`src/rtl/fb_write_arbiter_pkg.sv`:
```
// Shared types for the frame buffer write-port arbiter: grant codes, clear
// sequencer states and default geometry of the 160x120 frame buffer.
package fb_write_arbiter_pkg;

    localparam int AW_DEFAULT      = 15;
    localparam int DW_DEFAULT      = 16;
    localparam int FB_SIZE_DEFAULT = 19200;

    typedef enum logic [1:0] {
        G_NONE = 2'd0,
        G_CAM  = 2'd1,
        G_HOST = 2'd2,
        G_CLR  = 2'd3
    } grant_t;

    typedef enum logic {
        C_IDLE = 1'b0,
        C_RUN  = 1'b1
    } clr_state_t;

endpackage

```
`src/rtl/fb_write_arbiter_if.sv`:
```
// Requester and RAM write-port signals of the frame buffer arbiter.
// Handshake: cam_we is a one-cycle push with no backpressure; host_req holds
// addr/data stable until the one-cycle host_ack pulse, which marks the issued
// (or range-suppressed) write; clr_start is a request honoured only while idle.
interface fb_write_arbiter_if
    import fb_write_arbiter_pkg::*;
#(
    parameter int AW = AW_DEFAULT,
    parameter int DW = DW_DEFAULT
);
    logic          cam_we;
    logic [AW-1:0] cam_addr;
    logic [DW-1:0] cam_data;
    logic          host_req;
    logic [AW-1:0] host_addr;
    logic [DW-1:0] host_data;
    logic          host_ack;
    logic          clr_start;
    logic [DW-1:0] clr_data;
    logic          clr_busy;
    logic          clr_done;
    logic          err_oor;
    logic [AW-1:0] addr_in;
    logic [DW-1:0] data_in;
    logic          regwrite;
    grant_t        grant;
    clr_state_t    clr_state;

    modport master (
        output cam_we, cam_addr, cam_data,
        output host_req, host_addr, host_data,
        output clr_start, clr_data,
        input  host_ack, clr_busy, clr_done, err_oor,
        input  addr_in, data_in, regwrite,
        input  grant, clr_state
    );

    modport slave (
        input  cam_we, cam_addr, cam_data,
        input  host_req, host_addr, host_data,
        input  clr_start, clr_data,
        output host_ack, clr_busy, clr_done, err_oor,
        output addr_in, data_in, regwrite,
        output grant, clr_state
    );

endinterface

```
`src/rtl/fb_write_arbiter_clear_seq.sv`:
```
// Clear sequencer (fb_clear_seq): walks addresses 0..FB_SIZE-1 with a latched
// colour, advancing only on cycles where the arbiter grants it the write port.
module fb_write_arbiter_clear_seq
    import fb_write_arbiter_pkg::*;
#(
    parameter int AW      = AW_DEFAULT,
    parameter int DW      = DW_DEFAULT,
    parameter int FB_SIZE = FB_SIZE_DEFAULT
) (
    input  logic          clk,
    input  logic          rst,
    input  logic          start,
    input  logic [DW-1:0] fill,
    input  logic          granted,
    output logic          busy,
    output logic [AW-1:0] addr,
    output logic [DW-1:0] colour,
    output logic          last,
    output clr_state_t    state
);
    localparam logic [AW-1:0] LAST_ADDR = AW'(FB_SIZE - 1);

    logic [AW-1:0] cnt;

    always_ff @(posedge clk) begin
        if (!rst) begin
            state  <= C_IDLE;
            cnt    <= '0;
            colour <= '0;
        end else begin
            case (state)
                C_IDLE: begin
                    if (start) begin
                        state  <= C_RUN;
                        cnt    <= '0;
                        colour <= fill;
                    end
                end
                C_RUN: begin
                    // Stop on the last address instead of incrementing, so the
                    // counter never runs past the frame or wraps.
                    if (granted) begin
                        if (cnt == LAST_ADDR) begin
                            state <= C_IDLE;
                            cnt   <= '0;
                        end else begin
                            cnt <= cnt + 1'b1;
                        end
                    end
                end
                default: state <= C_IDLE;
            endcase
        end
    end

    assign busy = (state == C_RUN);
    assign addr = cnt;
    assign last = busy && (cnt == LAST_ADDR);

endmodule

```
`src/rtl/fb_write_arbiter.sv`:
```
// Frame buffer write-port arbiter: fixed priority camera > host > clear, with
// one registered cycle between grant decision and the RAM write strobe.
module fb_write_arbiter
    import fb_write_arbiter_pkg::*;
#(
    parameter int AW      = AW_DEFAULT,
    parameter int DW      = DW_DEFAULT,
    parameter int FB_SIZE = FB_SIZE_DEFAULT
) (
    input logic               clk,
    input logic               rst,
    fb_write_arbiter_if.slave bus
);
    localparam logic [AW-1:0] LAST_ADDR = AW'(FB_SIZE - 1);

    grant_t        grant;
    logic          clr_busy;
    logic          clr_last;
    logic [AW-1:0] clr_addr;
    logic [DW-1:0] clr_colour;
    clr_state_t    clr_state;

    logic          regwrite;
    logic          host_ack;
    logic          clr_done;
    logic          err_oor;
    logic [AW-1:0] addr_in;
    logic [DW-1:0] data_in;

    // host_ack blocks the host for one cycle so a request still held during
    // its ack cycle is not written a second time.
    always_comb begin
        grant = G_NONE;
        if (bus.cam_we)
            grant = G_CAM;
        else if (bus.host_req && !host_ack)
            grant = G_HOST;
        else if (clr_busy)
            grant = G_CLR;
    end

    fb_write_arbiter_clear_seq #(
        .AW      (AW),
        .DW      (DW),
        .FB_SIZE (FB_SIZE)
    ) u_clear_seq (
        .clk     (clk),
        .rst     (rst),
        .start   (bus.clr_start),
        .fill    (bus.clr_data),
        .granted (grant == G_CLR),
        .busy    (clr_busy),
        .addr    (clr_addr),
        .colour  (clr_colour),
        .last    (clr_last),
        .state   (clr_state)
    );

    always_ff @(posedge clk) begin
        if (!rst) begin
            regwrite <= 1'b0;
            host_ack <= 1'b0;
            clr_done <= 1'b0;
            err_oor  <= 1'b0;
            addr_in  <= '0;
            data_in  <= '0;
        end else begin
            regwrite <= 1'b0;
            host_ack <= 1'b0;
            clr_done <= 1'b0;
            err_oor  <= 1'b0;
            case (grant)
                G_CAM: begin
                    if (bus.cam_addr > LAST_ADDR) begin
                        err_oor <= 1'b1;
                    end else begin
                        regwrite <= 1'b1;
                        addr_in  <= bus.cam_addr;
                        data_in  <= bus.cam_data;
                    end
                end
                G_HOST: begin
                    // Acked even when suppressed so the host never stalls.
                    host_ack <= 1'b1;
                    if (bus.host_addr > LAST_ADDR) begin
                        err_oor <= 1'b1;
                    end else begin
                        regwrite <= 1'b1;
                        addr_in  <= bus.host_addr;
                        data_in  <= bus.host_data;
                    end
                end
                G_CLR: begin
                    regwrite <= 1'b1;
                    addr_in  <= clr_addr;
                    data_in  <= clr_colour;
                    clr_done <= clr_last;
                end
                default: ;
            endcase
        end
    end

    assign bus.regwrite  = regwrite;
    assign bus.host_ack  = host_ack;
    assign bus.clr_done  = clr_done;
    assign bus.err_oor   = err_oor;
    assign bus.addr_in   = addr_in;
    assign bus.data_in   = data_in;
    assign bus.clr_busy  = clr_busy;
    assign bus.grant     = grant;
    assign bus.clr_state = clr_state;

endmodule

```
`src/flat_wrapper.sv`:
```
// flat-port wrapper written by rule: the top's interface ports become plain ports
module fb_write_arbiter_flat import fb_write_arbiter_pkg::*;
#(
    parameter int AW      = AW_DEFAULT,
    parameter int DW      = DW_DEFAULT,
    parameter int FB_SIZE = FB_SIZE_DEFAULT
)
  (clk, rst, bus_cam_we, bus_cam_addr, bus_cam_data, bus_host_req, bus_host_addr, bus_host_data, bus_clr_start, bus_clr_data, bus_host_ack, bus_clr_busy, bus_clr_done, bus_err_oor, bus_addr_in, bus_data_in, bus_regwrite, bus_grant, bus_clr_state);
  fb_write_arbiter_if #(.AW(AW), .DW(DW)) bus_i ();
  input logic clk;
  input logic rst;
  input wire logic [$bits(bus_i.cam_we)-1:0] bus_cam_we;
  input wire logic [$bits(bus_i.cam_addr)-1:0] bus_cam_addr;
  input wire logic [$bits(bus_i.cam_data)-1:0] bus_cam_data;
  input wire logic [$bits(bus_i.host_req)-1:0] bus_host_req;
  input wire logic [$bits(bus_i.host_addr)-1:0] bus_host_addr;
  input wire logic [$bits(bus_i.host_data)-1:0] bus_host_data;
  input wire logic [$bits(bus_i.clr_start)-1:0] bus_clr_start;
  input wire logic [$bits(bus_i.clr_data)-1:0] bus_clr_data;
  output wire logic [$bits(bus_i.host_ack)-1:0] bus_host_ack;
  output wire logic [$bits(bus_i.clr_busy)-1:0] bus_clr_busy;
  output wire logic [$bits(bus_i.clr_done)-1:0] bus_clr_done;
  output wire logic [$bits(bus_i.err_oor)-1:0] bus_err_oor;
  output wire logic [$bits(bus_i.addr_in)-1:0] bus_addr_in;
  output wire logic [$bits(bus_i.data_in)-1:0] bus_data_in;
  output wire logic [$bits(bus_i.regwrite)-1:0] bus_regwrite;
  output wire logic [$bits(bus_i.grant)-1:0] bus_grant;
  output wire logic [$bits(bus_i.clr_state)-1:0] bus_clr_state;
  assign bus_i.cam_we = bus_cam_we;
  assign bus_i.cam_addr = bus_cam_addr;
  assign bus_i.cam_data = bus_cam_data;
  assign bus_i.host_req = bus_host_req;
  assign bus_i.host_addr = bus_host_addr;
  assign bus_i.host_data = bus_host_data;
  assign bus_i.clr_start = bus_clr_start;
  assign bus_i.clr_data = bus_clr_data;
  assign bus_host_ack = bus_i.host_ack;
  assign bus_clr_busy = bus_i.clr_busy;
  assign bus_clr_done = bus_i.clr_done;
  assign bus_err_oor = bus_i.err_oor;
  assign bus_addr_in = bus_i.addr_in;
  assign bus_data_in = bus_i.data_in;
  assign bus_regwrite = bus_i.regwrite;
  assign bus_grant = bus_i.grant;
  assign bus_clr_state = bus_i.clr_state;
  fb_write_arbiter #(.AW(AW), .DW(DW), .FB_SIZE(FB_SIZE)) u_core (.clk(clk), .rst(rst), .bus(bus_i));
endmodule
```
`config.mk`:
```
export PLATFORM = sky130hd
export DESIGN_NAME = fb_write_arbiter_flat
export DESIGN_NICKNAME = d
export VERILOG_FILES = /design/src/rtl/fb_write_arbiter_pkg.sv /design/src/rtl/fb_write_arbiter_if.sv /design/src/rtl/fb_write_arbiter_clear_seq.sv /design/src/rtl/fb_write_arbiter.sv /design/src/flat_wrapper.sv
export SDC_FILE = /design/constraint.sdc
export NUM_CORES = 1
export LEC_CHECK = 0
export ABC_AREA = 1
export CAP_MARGIN = 10
export CORE_MARGIN = 5
export CORE_UTILIZATION = 35
export DETAILED_ROUTE_END_ITERATION = 10
export GPL_TIMING_DRIVEN = 0
export HOLD_SLACK_MARGIN = 0.05
export SYNTH_ARGS = -nofsm -noshare
export SYNTH_HDL_FRONTEND = slang
export SYNTH_SLANG_ARGS = --single-unit
```
`constraint.sdc`:
```
create_clock -name clk -period 2.91 [get_ports clk]
set_clock_uncertainty 0.2 [all_clocks]
set_input_delay 0.582 -clock clk [delete_from_list [all_inputs] [get_ports clk]]
set_output_delay 0.582 -clock clk [all_outputs]
set_load 0.02 [all_outputs]
```
==> results of run 1 <==
-- through the flow --
step	util, %	instances	setup slack (ns)
after CTS	50.6	889	0.152
after global routing	50.9	889	0.0148
final	50.9	889	0.230
after global placement	48.3	873	-0.264
after floorplan	-	612	0.392
after detailed placement	48.3	873	-0.322
-- worst reg2reg max path: stages (launching register included) --
cell	delay, ns
dfxtp_1	0.52
inv_1	0.14
a21oi_4	0.24
ha_1	0.17
clkbuf_1	0.25
nor2_1	0.13
buf_2	0.20
a21oi_1	0.19
nand4_1	0.12
nand2_1	0.11
nor2_1	0.04
-- cells in the final DEF (no fill, tap or decap), types with 3 or more instances in the layout --
master / n
nand2_1: 179
clkdlybuf4s50_1: 119
inv_1: 80
nor2_1: 75
dfxtp_1: 67
a21oi_1: 43
o21ai_0: 39
nand4_1: 34
buf_2: 13
clkbuf_1: 11
nand3_1: 10
inv_2: 10
clkbuf_8: 10
nand3_2: 7
nand2_2: 5
buf_6: 5
nor3_1: 5
ha_1: 5
nor2_2: 3
nor2_4: 3
bufinv_16: 3
-- Yosys cell counts (all sizes together) --
library cell	count	area share [%]
ha	5	1.6
dfxtp	67	35
a21oi	47	6.2
inv	90	8.8
clkbuf	12	1.2
nand3	17	3.1
nor3	6	1.1
a211oi	1	0.20
o211ai	1	0.20
nand4	34	5.6
buf	22	3.7
a21o	1	0.20
o21ai	41	5.4
nor2	81	8.7
a221oi	1	0.23
clkinv	1	0.098
or2	1	0.16
nand2	184	18
-- worst paths after layout --
path / slack (ns) / from / depth (start not counted) / end
max: 0.23 / bus_host_req / 15 / u_core.bus.data_in[3]
min: 0.28 / u_core.u_clear_seq.addr[11] / 2 / u_core.u_clear_seq.addr[11]
max reg2reg: 0.50 / u_core.u_clear_seq.busy / 10 / u_core.bus.data_in[3]
min reg2reg: 0.28 / u_core.u_clear_seq.addr[11] / 2 / u_core.u_clear_seq.addr[11]
-- cells by family (layout without fill, tap and decap cells) --
| family | after synthesis | count (layout) | share of synthesized area, % |
|---|---|---|---|
| adder cells (fa/ha/maj) | 5 | 5 | 1.64 |
| flip-flops | 67 | 67 | 35.1 |
| buffers and inverters | 125 | 262 | 13.8 |
| AND/OR/NAND/NOR | 323 | 323 | 37.1 |
| AO/OA/AOI/OAI | 92 | 92 | 12.4 |
-- where the power goes --
part,total [uW],switching (uW),internal (uW)
clock network,966,373,594
logic,697,365,332
registers,1030,41.8,992
total,2700,780,1920
-- layout make-up --
class	count	share of cell area, %
Buffer	34	3.53
Clock buffer	10	2.51
Clock inverter	6	2.05
Inverter	91	6.22
Multi-Input combinational cell	420	36.1
Sequential cell	67	24.4
Tap cell	140	3.19
Timing Repair Buffer	121	22.0
-- per-layer routing --
layer  GRT usage, %  wire length (um)
met1           23.1              5440
met2           32.0              5920
met3           2.54               494
met4           8.00               351
met5              0                 0
-- sequential cells by signal, indices dropped and copies added (netlist names) --
register,flops
u_core.bus.addr_in,15
u_core.bus.clr_done,1
u_core.bus.data_in,16
u_core.bus.err_oor,1
u_core.bus.host_ack,1
u_core.bus.regwrite,1
u_core.u_clear_seq.addr,15
u_core.u_clear_seq.busy,1
u_core.u_clear_seq.colour,16
-- repair_timing --
item | CTS | global route
gates resized for setup | 4 | 7
pin swaps | 0 | 1
setup endpoints to repair | 2 | 24
hold endpoints to repair | 0 | 0
buffers inserted | 0 | 0
==> results.sh, run 1 <==
export IMPL_worst_slew_pin_slew_ns=0.595
export IMPL_drive_gt1_share_pct=9.61
export IMPL_syn_num_nets=700
export IMPL_core_um2=10800
export IMPL_fmax_ghz=0.373
export IMPL_initialDrtViolationCount=192
export IMPL_die_width_um=115
export IMPL_synth_area_um2=3820
export IMPL_slowest_stage="clkdlybuf4s50_1"
export IMPL_antenna_left=0
export IMPL_cts_made_buffers=9
export IMPL_report_final_slew_viol_count=0
export IMPL_cts_hold_buf=0
export IMPL_cts_tree="yes"
export IMPL_worstSkewPairLatency_ns=0.35
export IMPL_path_buf_inv=6
export IMPL_period_needed_ns=2.68
export IMPL_ys_warn_count=0
export IMPL_grt_ovfl_total=0
export IMPL_crit_path_max_incr_delay_ns=0.45
export IMPL_n_fill_cell=1132
export IMPL_fin_crit_sh_pct=92.1
export IMPL_io_pins=122
export IMPL_postSynthAreaPerCell_um2=6.25
export IMPL_hold_class="register to register"
export IMPL_dr_pass1_iters=4
export IMPL_row_count=38
export IMPL_maxCapViolCount=0
export IMPL_grt_pass1_vias=4093
export IMPL_power_uw=2700
export IMPL_fin_setup_tns_ns=0
export IMPL_antenna_cells=0
export IMPL_powerDensity_nw_per_um2=491
export IMPL_outcome="complete, no violations"
export IMPL_seq_area_frac_synth_pct=35.1
export IMPL_grt_pass1_wl_um=19500
export IMPL_start_util_pct=35.4
export IMPL_htree_levels=3
export IMPL_clock_sinks=67
export IMPL_place_gp_congestion=0.850
export IMPL_crit_path_start_kind="input port"
export IMPL_syn_instance_count=612
export IMPL_worstPathRequired_ns=2.96
export IMPL_drc=0
export IMPL_nets=832
export IMPL_clockRootBuffer="clkbuf_8"
export IMPL_routedWlPerCell_um=13.7
export IMPL_syn_to_final_growth_pct=43.6
export IMPL_arrival_ns=2.73
export IMPL_synth_cell_types=29
export IMPL_multi_input_area_um2=1980
export IMPL_regArea_um2=1340
export IMPL_crit_fanout=10
export IMPL_grt_start_max_net_pins=13
export IMPL_grtUsageTotal_pct=18.6
export IMPL_vias=4084
export IMPL_end_kind="register"
export IMPL_rsz0062_at_grt="false"
export IMPL_antenna_found_initial=0
export IMPL_final_cell_area_um2=5490
export IMPL_via_per_inst=4.59
export IMPL_worst_hold_slack_ns=0.278
export IMPL_relSlewSlack_pct=60.4
export IMPL_fp_dieArea_um2=13100
export IMPL_placed_area_um2=5210
export IMPL_cp_cell_sequence="clkdlybuf4s50_1, inv_1, nor2_1, inv_1, a21oi_4, inv_1, ha_1, buf_2, clkbuf_4, nand2_1, nand2_1, a21oi_1, nand4_1, nand2_1, nor2_1"
export IMPL_clk_pin_slew_ns=0.08
export IMPL_dieHeight_um=115
export IMPL_crit_family="buffers and inverters"
export IMPL_vdd_drop_max_v=0.000311
export IMPL_io_buffer_count=121
export IMPL_hold_viol=0
export IMPL_dp_hpwl_um=9720
export IMPL_p_leak_uw=0.00251
export IMPL_critical_path_class="input port to register"
export IMPL_clk_path_buf_depth=2
export IMPL_drt_total_wl_um=12200
export IMPL_setup_viol=0
export IMPL_synth_seq_cells=67
No activity file was read; power rests on OpenSTA's default activity.
==> run 2, diff against run 1 <==
--- a/config.mk
+++ b/config.mk
@@ -12,6 +12,7 @@
 export DETAILED_ROUTE_END_ITERATION = 10
 export GPL_TIMING_DRIVEN = 0
 export HOLD_SLACK_MARGIN = 0.05
+export PLACE_DENSITY = 0.66
 export SYNTH_ARGS = -nofsm -noshare
 export SYNTH_HDL_FRONTEND = slang
 export SYNTH_SLANG_ARGS = --single-unit
==> constraint.sdc (replaced) <==
create_clock -name clk -period 2.4 [get_ports clk]
set_clock_uncertainty 0.2 [all_clocks]
set_input_delay 0.48 -clock clk [delete_from_list [all_inputs] [get_ports clk]]
set_output_delay 0.48 -clock clk [all_outputs]
set_load 0.02 [all_outputs]
==> results.sh, run 2 (synthesis gave the netlist of run 1 again) <==
export IMPL_outcome="complete, no violations"
export IMPL_n_fill_cell=1134
export IMPL_antenna_cells=0
export IMPL_drt_total_wl_um=12100
export IMPL_end_kind="register"
export IMPL_io_buffer_count=121
export IMPL_p_comb_share_pct=28.0
export IMPL_place_gp_congestion=0.854
export IMPL_start_util_pct=35.4
export IMPL_layout_common_cells="nand2_1 (177), clkdlybuf4s50_1 (119), inv_1 (75)"
export IMPL_reg_top3="u_core.bus.data_in x16, u_core.u_clear_seq.colour x16"
export IMPL_setup_viol=0
export IMPL_fin_crit_sh_pct=95.7
export IMPL_worst_slew_pin_slew_ns=0.640
export IMPL_multi_input_area_um2=2050
export IMPL_swShare_pct=30.1
export IMPL_cts_tree="yes"
export IMPL_vdd_drop_max_v=0.000267
export IMPL_critical_path_class="input port to register"
export IMPL_worst_slack_ns=0.103
export IMPL_report_final_slew_viol_count=0
export IMPL_p_leak_uw=0.00254
export IMPL_relSlewSlack_pct=57.4
export IMPL_routedWlPerCell_um=13.6
export IMPL_crit_fanout=10
export IMPL_final_cell_area_um2=5600
export IMPL_hold_viol=0
export IMPL_grt_start_max_net_pins=13
export IMPL_dr_pass1_iters=4
export IMPL_drive_gt1_share_pct=12.6
export IMPL_dp_hpwl_um=9730
export IMPL_syn_to_final_growth_pct=46.4
export IMPL_clock_sinks=67
export IMPL_antenna_left=0
export IMPL_cts_made_buffers=9
export IMPL_rr_startpoint="u_core.u_clear_seq.busy"
export IMPL_antenna_found_initial=0
export IMPL_nets=835
export IMPL_min_delay_start="u_core.u_clear_seq.addr[11]"
export IMPL_vias=4206
export IMPL_via_per_inst=4.72
export IMPL_clockRootBuffer="clkbuf_8"
export IMPL_arrival_ns=2.35
export IMPL_core_um2=10800
export IMPL_final_core_utilization_pct=51.9
export IMPL_regArea_um2=1340
export IMPL_fp_dieArea_um2=13100
export IMPL_period_needed_ns=2.30
export IMPL_mostFrequentLayoutCell="nand2_1"
export IMPL_worstHoldPathCells=2
export IMPL_cts_hold_buf=0
export IMPL_hold_class="register to register"
export IMPL_initialDrtViolationCount=225
export IMPL_grt_pass1_wl_um=19300
export IMPL_powerDensity_nw_per_um2=566
export IMPL_grt_ovfl_total=0
export IMPL_clk_path_buf_depth=2
export IMPL_fmax_ghz=0.435
export IMPL_placed_area_um2=5220
export IMPL_power_uw=3170
export IMPL_clk_pin_slew_ns=0.07
export IMPL_post_place_ws_ns=-0.731
export IMPL_htree_levels=3
export IMPL_maxCapViolCount=0
export IMPL_worstPathRequired_ns=2.45
export IMPL_worstSkewPairLatency_ns=0.35
export IMPL_grt_pass1_vias=4054
export IMPL_pwr_share_seq_pct=39.6
export IMPL_die_width_um=115
export IMPL_p_clk_share_pct=32.5
export IMPL_power_internal_uw=2210
export IMPL_row_count=38
export IMPL_reg2reg_depth=10
export IMPL_drc=0
export IMPL_grtUsageTotal_pct=18.5
export IMPL_dieHeight_um=115
export IMPL_io_pins=122
export IMPL_crit_start="bus_host_req"
export IMPL_crit_path_start_kind="input port"
export IMPL_p_switching_uw=954
[run 2: cell types whose count changed in the layout (fill, tap and decap cells not counted), moves of 3 or more]
cell,change
a21oi_2,+3
inv_1,-5
clkbuf_1,-4
inv_2,+5
buf_4,+5
buf_2,-5
a21oi_1,-3
[run 2: power by group through the flow]
stage / combinational, uW / clock (uW) / sequential [uW]
after floorplan: 381 / 0 / 1350
after global routing: 977 / 1090 / 1260
after CTS: 863 / 1050 / 1250
after detailed placement: 840 / 0 / 1280
after global placement: 831 / 0 / 1280
final: 885 / 1030 / 1250
[run 2: final timing paths]
path | endpoint | slack, ns
worst max register to register | u_core.u_clear_seq.addr[13] | 0.33
worst min-delay path | u_core.u_clear_seq.addr[11] | 0.27
worst max-delay path | u_core.bus.data_in[0] | 0.10
worst min register to register | u_core.u_clear_seq.addr[11] | 0.27
[run 2: layer usage]
layer	wire length, um	track usage [%]
met5	0	0
met4	366	8.39
met3	546	3.38
met1	5200	22.8
met2	6010	31.1
[run 2: worst max-delay path, stage by stage]
cell and delay [ns]:
clkdlybuf4s50_1 0.45, inv_1 0.04, nor2_2 0.08, inv_2 0.07, a21oi_4 0.18, inv_2 0.09, ha_4 0.18, buf_8 0.14
buf_6 0.14, nand2_1 0.07, nand2_1 0.06, a21oi_1 0.12, nand4_1 0.12, nand2_1 0.09, nor2_1 0.04
[run 2: final cells by class]
class | count | area share, %
clock buffer | 9 | 2.21
clock inverter | 7 | 1.63
buffer | 33 | 3.98
sequential | 67 | 24.0
inverter | 91 | 6.10
multi-input combinational | 420 | 36.6
tap | 140 | 3.13
timing repair buffer | 125 | 22.4
[run 2: stage by stage]
step	hold slack (ns)	std cells	setup TNS, ns
after global placement	0.255	873	-29.31
final	0.265	892	0
after detailed placement	0.259	873	-31.38
after global routing	0.283	892	-0.0127
after CTS	0.269	891	-0.0103
after floorplan	0.244	612	0
[run 2: what timing repair did]
| item | CTS | global route |
|---|---|---|
| pin swaps | 2 | 1 |
| buffers inserted | 2 | 1 |
| gates cloned | 1 | 0 |
| resized for setup | 25 | 28 |
| setup endpoints to repair | 51 | 50 |
